--- src/rtl/latch_ctrl_seq_if.sv ---
// latch_ctrl_seq_if
// Request/status bundle between a requester and the latch control sequencer.
//   REQ_VALID  requester -> sequencer  request valid
//   REQ_OP     requester -> sequencer  00 write, 01 set, 10 reset, 11 reserved
//   REQ_DATA   requester -> sequencer  write data (op 00 only)
//   REQ_READY  sequencer -> requester  high only in IDLE
//   DONE       sequencer -> requester  one-cycle completion pulse
//   ERR        sequencer -> requester  one-cycle pulse for reserved op
//   BUSY       sequencer -> requester  high whenever not IDLE
interface latch_ctrl_seq_if;
  logic       REQ_VALID;
  logic [1:0] REQ_OP;
  logic       REQ_DATA;
  logic       REQ_READY;
  logic       DONE;
  logic       ERR;
  logic       BUSY;

  modport master (
    output REQ_VALID, REQ_OP, REQ_DATA,
    input  REQ_READY, DONE, ERR, BUSY
  );

  modport slave (
    input  REQ_VALID, REQ_OP, REQ_DATA,
    output REQ_READY, DONE, ERR, BUSY
  );
endinterface

--- src/rtl/latch_ctrl_seq.sv ---
// latch_ctrl_seq
// Sequences the control pins of a set/reset gated latch from a valid/ready
// request port, enforcing gate width, set/reset pulse width and recovery time.
// Ports:
//   CLK       clock, rising edge
//   RST       synchronous active-high reset
//   req       request/status bundle (slave side)
//   LAT_D     latch data pin
//   LAT_CLK   latch gate, transparent high
//   LAT_SETB  latch set, active low
//   LAT_RSTB  latch reset, active low
// All outputs are registered.
module latch_ctrl_seq #(
  parameter int unsigned GATE_CYC = 1,
  parameter int unsigned PW_CYC   = 2,
  parameter int unsigned REC_CYC  = 1
) (
  input  logic            CLK,
  input  logic            RST,
  latch_ctrl_seq_if.slave req,
  output logic            LAT_D,
  output logic            LAT_CLK,
  output logic            LAT_SETB,
  output logic            LAT_RSTB
);

  localparam int unsigned MAX_GP  = (GATE_CYC > PW_CYC) ? GATE_CYC : PW_CYC;
  localparam int unsigned MAX_CYC = (MAX_GP > REC_CYC) ? MAX_GP : REC_CYC;
  localparam int unsigned CW      = $clog2(MAX_CYC + 1);

  // Counter holds "remaining cycles - 1" so the state exits when it reads 0.
  localparam logic [CW-1:0] GATE_LD = CW'(GATE_CYC - 1);
  localparam logic [CW-1:0] PW_LD   = CW'(PW_CYC - 1);
  localparam logic [CW-1:0] REC_LD  = CW'(REC_CYC - 1);

  typedef enum logic [2:0] {
    S_IDLE,
    S_SETUP,
    S_GATE,
    S_HOLD,
    S_ASSERT,
    S_RECOVER
  } state_t;

  state_t        r_state;
  logic [CW-1:0] r_cnt;
  logic          r_ready;
  logic          r_done;
  logic          r_err;
  logic          r_err_pend;
  logic          r_busy;
  logic          r_d;
  logic          r_clk;
  logic          r_setb;
  logic          r_rstb;

  always_ff @(posedge CLK) begin
    if (RST) begin
      r_state    <= S_IDLE;
      r_cnt      <= '0;
      r_ready    <= 1'b0;
      r_done     <= 1'b0;
      r_err      <= 1'b0;
      r_err_pend <= 1'b0;
      r_busy     <= 1'b0;
      r_d        <= 1'b0;
      r_clk      <= 1'b0;
      r_setb     <= 1'b1;
      r_rstb     <= 1'b1;
    end else begin
      r_done <= 1'b0;
      r_err  <= 1'b0;
      case (r_state)
        S_IDLE: begin
          r_ready <= 1'b1;
          // r_ready is only ever high in IDLE, so it doubles as the accept gate.
          if (r_ready && req.REQ_VALID) begin
            r_ready <= 1'b0;
            r_busy  <= 1'b1;
            case (req.REQ_OP)
              2'b00: begin
                r_d     <= req.REQ_DATA;
                r_state <= S_SETUP;
              end
              2'b01: begin
                r_d     <= 1'b1;
                r_setb  <= 1'b0;
                r_cnt   <= PW_LD;
                r_state <= S_ASSERT;
              end
              2'b10: begin
                r_d     <= 1'b0;
                r_rstb  <= 1'b0;
                r_cnt   <= PW_LD;
                r_state <= S_ASSERT;
              end
              default: begin
                // Reserved op reuses HOLD: one idle-pin cycle, then DONE+ERR.
                r_err_pend <= 1'b1;
                r_state    <= S_HOLD;
              end
            endcase
          end
        end
        S_SETUP: begin
          r_clk   <= 1'b1;
          r_cnt   <= GATE_LD;
          r_state <= S_GATE;
        end
        S_GATE: begin
          if (r_cnt == '0) begin
            r_clk   <= 1'b0;
            r_state <= S_HOLD;
          end else begin
            r_cnt <= r_cnt - 1'b1;
          end
        end
        S_HOLD: begin
          r_done     <= 1'b1;
          r_err      <= r_err_pend;
          r_err_pend <= 1'b0;
          r_ready    <= 1'b1;
          r_busy     <= 1'b0;
          r_state    <= S_IDLE;
        end
        S_ASSERT: begin
          if (r_cnt == '0) begin
            r_setb  <= 1'b1;
            r_rstb  <= 1'b1;
            r_cnt   <= REC_LD;
            r_state <= S_RECOVER;
          end else begin
            r_cnt <= r_cnt - 1'b1;
          end
        end
        S_RECOVER: begin
          if (r_cnt == '0) begin
            r_done  <= 1'b1;
            r_ready <= 1'b1;
            r_busy  <= 1'b0;
            r_state <= S_IDLE;
          end else begin
            r_cnt <= r_cnt - 1'b1;
          end
        end
        default: begin
          r_state <= S_IDLE;
        end
      endcase
    end
  end

  assign req.REQ_READY = r_ready;
  assign req.DONE      = r_done;
  assign req.ERR       = r_err;
  assign req.BUSY      = r_busy;
  assign LAT_D         = r_d;
  assign LAT_CLK       = r_clk;
  assign LAT_SETB      = r_setb;
  assign LAT_RSTB      = r_rstb;

endmodule

--- src/flat_wrapper.sv ---
// flat-port wrapper written by rule: the top's interface ports become plain ports
module latch_ctrl_seq_flat 
#(
  parameter int unsigned GATE_CYC = 1,
  parameter int unsigned PW_CYC   = 2,
  parameter int unsigned REC_CYC  = 1
)
  (CLK, RST, LAT_D, LAT_CLK, LAT_SETB, LAT_RSTB, req_REQ_VALID, req_REQ_OP, req_REQ_DATA, req_REQ_READY, req_DONE, req_ERR, req_BUSY);
  latch_ctrl_seq_if req_i ();
  input  logic CLK;
  input  logic RST;
  output logic LAT_D;
  output logic LAT_CLK;
  output logic LAT_SETB;
  output logic LAT_RSTB;
  input wire logic [$bits(req_i.REQ_VALID)-1:0] req_REQ_VALID;
  input wire logic [$bits(req_i.REQ_OP)-1:0] req_REQ_OP;
  input wire logic [$bits(req_i.REQ_DATA)-1:0] req_REQ_DATA;
  output wire logic [$bits(req_i.REQ_READY)-1:0] req_REQ_READY;
  output wire logic [$bits(req_i.DONE)-1:0] req_DONE;
  output wire logic [$bits(req_i.ERR)-1:0] req_ERR;
  output wire logic [$bits(req_i.BUSY)-1:0] req_BUSY;
  assign req_i.REQ_VALID = req_REQ_VALID;
  assign req_i.REQ_OP = req_REQ_OP;
  assign req_i.REQ_DATA = req_REQ_DATA;
  assign req_REQ_READY = req_i.REQ_READY;
  assign req_DONE = req_i.DONE;
  assign req_ERR = req_i.ERR;
  assign req_BUSY = req_i.BUSY;
  latch_ctrl_seq #(.GATE_CYC(GATE_CYC), .PW_CYC(PW_CYC), .REC_CYC(REC_CYC)) u_core (.CLK(CLK), .RST(RST), .req(req_i), .LAT_D(LAT_D), .LAT_CLK(LAT_CLK), .LAT_SETB(LAT_SETB), .LAT_RSTB(LAT_RSTB));
endmodule
--- config.mk ---
export PLATFORM = sky130hd
export DESIGN_NAME = latch_ctrl_seq_flat
export DESIGN_NICKNAME = d
export VERILOG_FILES = /design/src/rtl/latch_ctrl_seq_if.sv /design/src/rtl/latch_ctrl_seq.sv /design/src/flat_wrapper.sv
export SDC_FILE = /design/constraint.sdc
export NUM_CORES = 1
export LEC_CHECK = 0
export CAP_MARGIN = 5
export CORE_MARGIN = 2
export CORE_UTILIZATION = 46
export CTS_CLUSTER_SIZE = 10
export DETAILED_ROUTE_END_ITERATION = 10
export DONT_BUFFER_PORTS = 1
export SLEW_MARGIN = 20
export SYNTH_ARGS = -nofsm -noshare
export SYNTH_HDL_FRONTEND = slang
export SYNTH_SLANG_ARGS = --single-unit
export TNS_END_PERCENT = 1
--- constraint.sdc ---
create_clock -name CLK -period 2.2 [get_ports CLK]
set_clock_uncertainty 0.2 [all_clocks]
set_input_delay 0.55 -clock CLK [delete_from_list [all_inputs] [get_ports CLK]]
set_output_delay 0.55 -clock CLK [all_outputs]
set_load 0.005 [all_outputs]
==> results of run 1 <==
per-layer routing:
metal  vias up  track usage [%]  routed length, um
li1        325                -                  -
met1       288             22.9                741
met2        10             28.1                704
met3         2             4.31                 60
met4         0             5.14                 16
met5         -                0                  0
through the flow:
stage	power (mW)	cell area (um2)	cells	util, %	hold slack (ns)
floorplan	0.665	831	93	-	0.251
global placement	0.702	827	112	48.4	0.269
detailed placement	0.707	827	112	48.4	0.277
CTS	0.891	863	116	50.5	0.122
global route	0.957	863	116	50.5	0.119
finish	0.885	863	116	50.5	0.130
cell families after synthesis:
logic type,synth area share (%)
flip-flops,33.7
AO/OA/AOI/OAI,23.2
AND/OR/NAND/NOR,20.3
XOR/XNOR,1.05
adder cells (fa/ha/maj),10.5
multiplexers,2.41
buffers and inverters,8.73
Yosys cell counts (2+ instances only):
| library cell | count |
|---|---|
| o21ai_0 | 4 |
| nor2b_1 | 2 |
| nand2_1 | 6 |
| nand3b_1 | 2 |
| nor3_1 | 3 |
| inv_1 | 8 |
| nor2_1 | 8 |
| nand2b_1 | 2 |
| o31a_1 | 2 |
| ha_1 | 7 |
| a21oi_1 | 4 |
| and3_1 | 2 |
| dfxtp_1 | 14 |
| mux2i_1 | 2 |
| a211oi_1 | 2 |
| buf_2 | 4 |
| a21o_1 | 2 |
final timing paths:
kind / from / end / slack, ns
hold reg to reg: u_core.LAT_SETB$_SDFFE_PP1P_ / u_core.LAT_SETB$_SDFFE_PP1P_ / 0.30
setup / recovery: u_core.r_cnt[0]$_SDFFE_PP0P_ / u_core.r_cnt[0]$_SDFFE_PP0P_ / 0.44
setup reg to reg: u_core.r_cnt[0]$_SDFFE_PP0P_ / u_core.r_cnt[0]$_SDFFE_PP0P_ / 0.44
hold / removal: RST / u_core.r_err_pend$_SDFFE_PP0P_ / 0.13
where the power goes:
part           total, mW  internal (mW)  switching, mW
Combinational      0.334          0.146          0.188
Clock              0.184          0.100         0.0833
Sequential         0.367          0.302         0.0654
Total              0.885          0.548          0.337
final cells by class:
class | instances | area, um2 | share of cell area, %
multi-input cells | 64 | 478 | 55.4
well taps | 25 | 31.3 | 3.62
flip-flops and latches | 14 | 280 | 32.5
clock buffers | 4 | 36.3 | 4.20
inverters | 8 | 30.0 | 3.48
repair buffers | 1 | 7.51 | 0.870
state kept, by name, summed over array words and instances, names as in the netlist:
signal / cells
u_core.req.BUSY: 1
u_core.LAT_CLK: 1
u_core.r_cnt: 2
u_core.r_err_pend: 1
u_core.LAT_SETB: 1
u_core.LAT_D: 1
u_core.req.REQ_READY: 1
u_core.req.DONE: 1
u_core.r_state: 3
u_core.req.ERR: 1
u_core.LAT_RSTB: 1
worst max-delay path, stage by stage (launching register included):
cell      delay (ns)
dfxtp_1         0.33
inv_1           0.13
ha_1            0.38
a31oi_1         0.13
o31a_1          0.17
o221ai_2        0.21
o41ai_2         0.09
==> results.ini, run 1 <==
[min_path]
hp-class = in2reg
hold_depth = 1

[clock_network]
cts_hold_buf = 0
ctsHtreeMaxLevel = 1
worstSkewPairLatency_ns = 0.27
cts_made_buffers = 3
cts_tree = yes
clock_sinks = 14
cts_buffer_depth = 2
root_buffer = clkbuf_4
clk_pin_slew_ns = 0.09
postCtsSetupRepairBufs = 0
cts_resized = 0

[floorplanning]
num_rows = 15
die_h_um = 46.5
floorplan.die_area_um2 = 2160
die-width_um = 46.5
ioPinCount = 14
core_um2 = 1710
start_util_pct = 48.6

[route]
wire_per_inst_um = 13.1
ant_nets = 0
firstDrtPassIters = 4
drc = 0
viasPerCell = 5.39
vias = 625
drt_iter0_drc = 14
wl_um = 1520

[timing]
slew_viol_final = 0
rsz0062_at_grt = false
finalSetupViolations = 0
finalCritPeriodShare_pct = 80.1
tightest_slew_ns = 0.449
fin_tns_setup_ns = 0
finalHoldViolCount = 0
fin_ws_ns = 0.439
slew_headroom_pct = 70.0
fin_crit_ns = 1.76
max_freq_mhz = 568

[synthesis]
asyncSetResetFlopFracSynth_pct = 0
synth_top_area_share_pct = 33.7
ys_warn_count = 0
synth_cell_types = 36
synthesis.area_um2 = 831
synth_top_area_cell = dfxtp_1
synthTopCellsByArea = dfxtp_1 (34%), ha_1 (11%), inv_1 (3.6%)
syn_nets = 106
synthCells = 93
synth-seq-cells = 14
seq_area_frac_synth_pct = 33.7
synthFlopType = dfxtp_1
synth_edf_count = 0
avgSynthCellArea_um2 = 8.93

[grt]
overflow = 0
grt_pass1_vias = 585
grt_pass1_wl_um = 2680
grt_max_degree = 21
grt_antenna_before_repair = 0
track_usage_pct = 17.4

[layout]
area.growth.synth_to_final_pct = 3.92
nFillCells = 174
drive_gt1_share_pct = 12.1
layout_common_cells = dfxtp_1 (14), inv_1 (8), nor2_1 (8)
antenna_cells = 0
fin_nets = 105
layout_commonest_cell = dfxtp_1

[worst_setup_path]
cp-end-kind = register
start_kind = register
worstPathMaxFanout = 7
critical_path_class = reg2reg
crit_arrival_ns = 1.72
reg2regPathDepth = 6
required_ns = 2.16

[power]
power.density_nw_per_um2 = 1030
p_leak_nw = 0.345
ir_drop_v = 0.000545

[placement]
dp_slack_ns = 0.190
dp_hpwl_um = 1140
io_buffers = 0
place_congestion = 0.692

[job]
maxCapViolations = 0

[status]
status = finished clean

Note: power is estimated with default switching activity, not from simulation.
==> run 2, diff against run 1 <==
Clock period 2.2 ns to 1.85 ns, I/O delays scaled along.
==> results.ini, run 2 (synthesized netlist as in run 1, its figures left out) <==
[placement]
dp_hpwl_um = 1210
io_buffers = 0
place_congestion = 0.735

[route]
drt_iter0_drc = 1
wire_per_inst_um = 13.2
viasPerCell = 5.48
ant_nets = 0
drc = 0
firstDrtPassIters = 3
wl_um = 1580
vias = 657

[clock_network]
clock_sinks = 14
clk_pin_slew_ns = 0.08
cts_buffer_depth = 2
cts_hold_buf = 0
worstSkewPairLatency_ns = 0.27
root_buffer = clkbuf_4
ctsHtreeMaxLevel = 1
cts_made_buffers = 3
cts_tree = yes
cts_resized = 0
postCtsSetupRepairBufs = 0

[worst_setup_path]
worstPathMaxFanout = 4
start_kind = register
cpPeakStageDelay_ns = 0.36
required_ns = 1.82
crit_buf_inv = 1
crit_arrival_ns = 1.63
cpMaxStageDelayCell = dfxtp_1
critical_path_class = reg2reg
cp_cell_sequence = inv_1 -> ha_1 -> a31oi_1 -> o31a_1 -> nor2_1 -> mux2i_1
crit_family = compound AO/OA/AOI/OAI gates
cp-end-kind = register

[timing]
holdWs_ns = 0.0374
fin_tns_setup_ns = 0
slew_headroom_pct = 75.7
fin_crit_ns = 1.67
max_freq_mhz = 600
finalHoldViolCount = 0
rsz0062_at_grt = false
finalSetupViolations = 0
finalCritPeriodShare_pct = 90.0
tightest_slew_ns = 0.364
slew_viol_final = 0

[layout]
reg_top3 = u_core.r_state x3, u_core.r_cnt x2
drive_gt1_share_pct = 16.8
antenna_cells = 0
layout_common_cells = dfxtp_1 (14), inv_1 (8), nor2_1 (8)
regMostFlops = u_core.r_state
area.growth.synth_to_final_pct = 9.04
largest_reg_flops = 3
layout_commonest_cell = dfxtp_1
fin_nets = 109

[min_path]
hp-class = in2reg

[grt]
grt_pass1_wl_um = 2770
grt_pass1_vias = 659
track_usage_pct = 18.0
grt_antenna_before_repair = 0
overflow = 0
grt_max_degree = 21

[power]
p_leak_nw = 0.365
power.density_nw_per_um2 = 1200
ir_drop_v = 0.000690

[floorplanning]
core_um2 = 1710
num_rows = 15
die_h_um = 46.5
floorplan.die_area_um2 = 2160
ioPinCount = 14
die-width_um = 46.5
start_util_pct = 48.6

[job]
maxCapViolations = 0

[status]
status = finished clean

==> run 2: cell count changes in the layout (fill, tap and decap cells not counted) <==
cell / previous run / this run
ha_4: 0 / 1
buf_4: 1 / 5
ha_1: 7 / 6
==> run 2: final cells by class <==
class	instances	area (um2)
repair buffers	5	37.5
inverters	8	30.0
fillers	173	802
clock buffers	4	36.3
well taps	25	31.3
flip-flops and latches	14	280
multi-input cells	64	490
==> run 2: final timing paths <==
check                                             startpoint                             end  slack [ns]  cells after the start
worst max register to register  u_core.r_cnt[0]$_SDFFE_PP0P_    u_core.r_cnt[1]$_SDFFE_PP0P_        0.18                      6
worst max-delay path            u_core.r_cnt[0]$_SDFFE_PP0P_    u_core.r_cnt[1]$_SDFFE_PP0P_        0.18                      6
worst min-delay path                                     RST  u_core.r_err_pend$_SDFFE_PP0P_        0.04                      1
worst min register to register  u_core.LAT_RSTB$_SDFFE_PP1P_    u_core.LAT_RSTB$_SDFFE_PP1P_        0.29                      1
==> run 2: layer usage <==
layer	wire [um]	track usage [%]	share of wire, %
met1	736	22.5	47
met2	765	28.9	48
met3	63	5.49	4.0
met5	0	0	0
met4	16	6.86	1.0
==> run 2: per-stage QoR <==
| step | util, % | worst slack (ns) | power, mW | cell area [um2] | instances |
|---|---|---|---|---|---|
| after floorplan | - | 0.00843 | 0.792 | 843 | 93 |
| after global placement | 50.9 | -0.00561 | 0.873 | 870 | 116 |
| after detailed placement | 50.9 | -0.0552 | 0.879 | 870 | 116 |
| after CTS | 53.0 | 0.174 | 1.10 | 906 | 120 |
| after global routing | 53.0 | 0.00511 | 1.18 | 906 | 120 |
| final | 53.0 | 0.185 | 1.09 | 906 | 120 |
==> run 2: power breakdown <==
part           switching, mW  total (mW)  leakage [nW]  internal (mW)
clock                 0.0975       0.217        0.0210          0.120
sequential            0.0699       0.429         0.114          0.359
combinational          0.245       0.444         0.230          0.198
==> run 3, diff against run 2 <==
Settings changed: REMOVE_ABC_BUFFERS from default to 1.
==> results.ini, run 3 (synthesized netlist as in run 1, its figures left out) <==
[timing]
slew_headroom_pct = 75.5
finalSetupViolations = 0
fin_crit_ns = 1.66
rsz0062_at_grt = false
max_freq_mhz = 602
finalHoldViolCount = 0
slew_viol_final = 0
holdWs_ns = 0.0368
finalCritPeriodShare_pct = 89.7
tightest_slew_ns = 0.368

[layout]
ff_latch_area_um2 = 280
reg_top3 = u_core.r_state x3, u_core.r_cnt x2
layout_common_cells = dfxtp_1 (14), inv_1 (8), nor2_1 (8)
area.growth.synth_to_final_pct = 5.87
multi_input_area_um2 = 478
fin_nets = 109
stdcell_area_um2 = 880
antenna_cells = 0
finalNonFillerCells = 119
layout_commonest_cell = dfxtp_1
largest_reg_flops = 3
nFillCells = 173
regMostFlops = u_core.r_state
drive_gt1_share_pct = 14.9

[floorplanning]
start_util_pct = 48.6
floorplan.die_area_um2 = 2160
ioPinCount = 14
die-width_um = 46.5
die_h_um = 46.5
core_um2 = 1710
num_rows = 15

[placement]
place_area_um2 = 857
dp_hpwl_um = 1210
io_buffers = 0
place_congestion = 0.673
place_inst = 116

[worst_setup_path]
worstPathMaxFanout = 4
start_kind = register
crit_arrival_ns = 1.63
cpPeakStageDelay_ns = 0.36
cp-end-kind = register
critical_path_class = reg2reg
cp_cell_sequence = inv_1 -> ha_1 -> a31oi_1 -> o31a_1 -> nor2_1 -> mux2i_1
required_ns = 1.82
cpMaxStageDelayCell = dfxtp_1

[route]
wire_per_inst_um = 13.8
ant_nets = 0
drc = 0
viasPerCell = 5.70
firstDrtPassIters = 4
drt_iter0_drc = 6
vias = 678
wl_um = 1640

[clock_network]
cts_made_buffers = 3
cts_buffer_depth = 2
worstSkewPairLatency_ns = 0.28
ctsHtreeMaxLevel = 1
clk_pin_slew_ns = 0.08
cts_resized = 0
root_buffer = clkbuf_4
postCtsSetupRepairBufs = 0
cts_hold_buf = 0
clock_sinks = 14
cts_tree = yes

[power]
power.density_nw_per_um2 = 1180
ir_drop_v = 0.000543
finalPower_mw = 1.04
p_leak_nw = 0.358

[grt]
overflow = 0
track_usage_pct = 18.2
grt_antenna_before_repair = 0
grt_pass1_wl_um = 2700
grt_pass1_vias = 622
grt_max_degree = 21

[job]
maxCapViolations = 0

[min_path]
hp-class = in2reg

[status]
status = finished clean

==> run 3: changes by cell type in the layout (fill, tap and decap cells not counted) <==
cell | before | now
ha_1 | 6 | 7
ha_4 | 1 | 0
clkbuf_8 | 1 | 0
==> run 3: final cells by class <==
cell class | instances | share of cell area, %
clock buffers | 3 | 2.56
well taps | 25 | 3.56
flip-flops and latches | 14 | 31.9
multi-input cells | 64 | 54.3
repair buffers | 5 | 4.27
inverters | 8 | 3.41
==> run 3: final timing paths <==
kind	start	to	slack, ns	cells past startpoint
worst max register to register	u_core.r_cnt[0]$_SDFFE_PP0P_	u_core.r_cnt[1]$_SDFFE_PP0P_	0.19	6
worst max-delay path	u_core.r_cnt[0]$_SDFFE_PP0P_	u_core.r_cnt[1]$_SDFFE_PP0P_	0.19	6
worst min-delay path	RST	u_core.r_err_pend$_SDFFE_PP0P_	0.04	1
worst min register to register	u_core.LAT_SETB$_SDFFE_PP1P_	u_core.LAT_SETB$_SDFFE_PP1P_	0.29	1
==> run 3: routing by layer <==
layer / track usage (%) / up-vias / routed length [um]
met3: 7.06 / 5 / 108
met4: 8.57 / 0 / 31
met1: 20.9 / 321 / 748
li1: - / 334 / -
met2: 29.2 / 18 / 752
met5: 0 / - / 0
==> run 3: stage by stage <==
stage	setup TNS, ns	utilization, %	setup WS (ns)
after CTS	0	51.5	0.207
after detailed placement	-0.0335	50.2	-0.0204
after global placement	0	50.2	0.00130
after global routing	0	51.5	0.0749
after floorplan	-0.000394	-	-0.000394
final	0	51.5	0.190
==> run 3: power breakdown <==
| part | total, mW | internal, mW | switching [mW] |
|---|---|---|---|
| combinational | 0.446 | 0.197 | 0.249 |
| clock | 0.171 | 0.0755 | 0.0951 |
| sequential | 0.425 | 0.359 | 0.0660 |
| total | 1.04 | 0.631 | 0.410 |
==> run 3: worst max-delay path, delay by kind of cell (launching register included) <==
kind                       cells  cell delay, ns
AOI/OAI and AO/OA              2            0.42
DFF                            1            0.36
and+or+nand+nor                1            0.09
buffers and inverters          1            0.11
muxes                          1            0.12
adders and majority gates      1            0.25
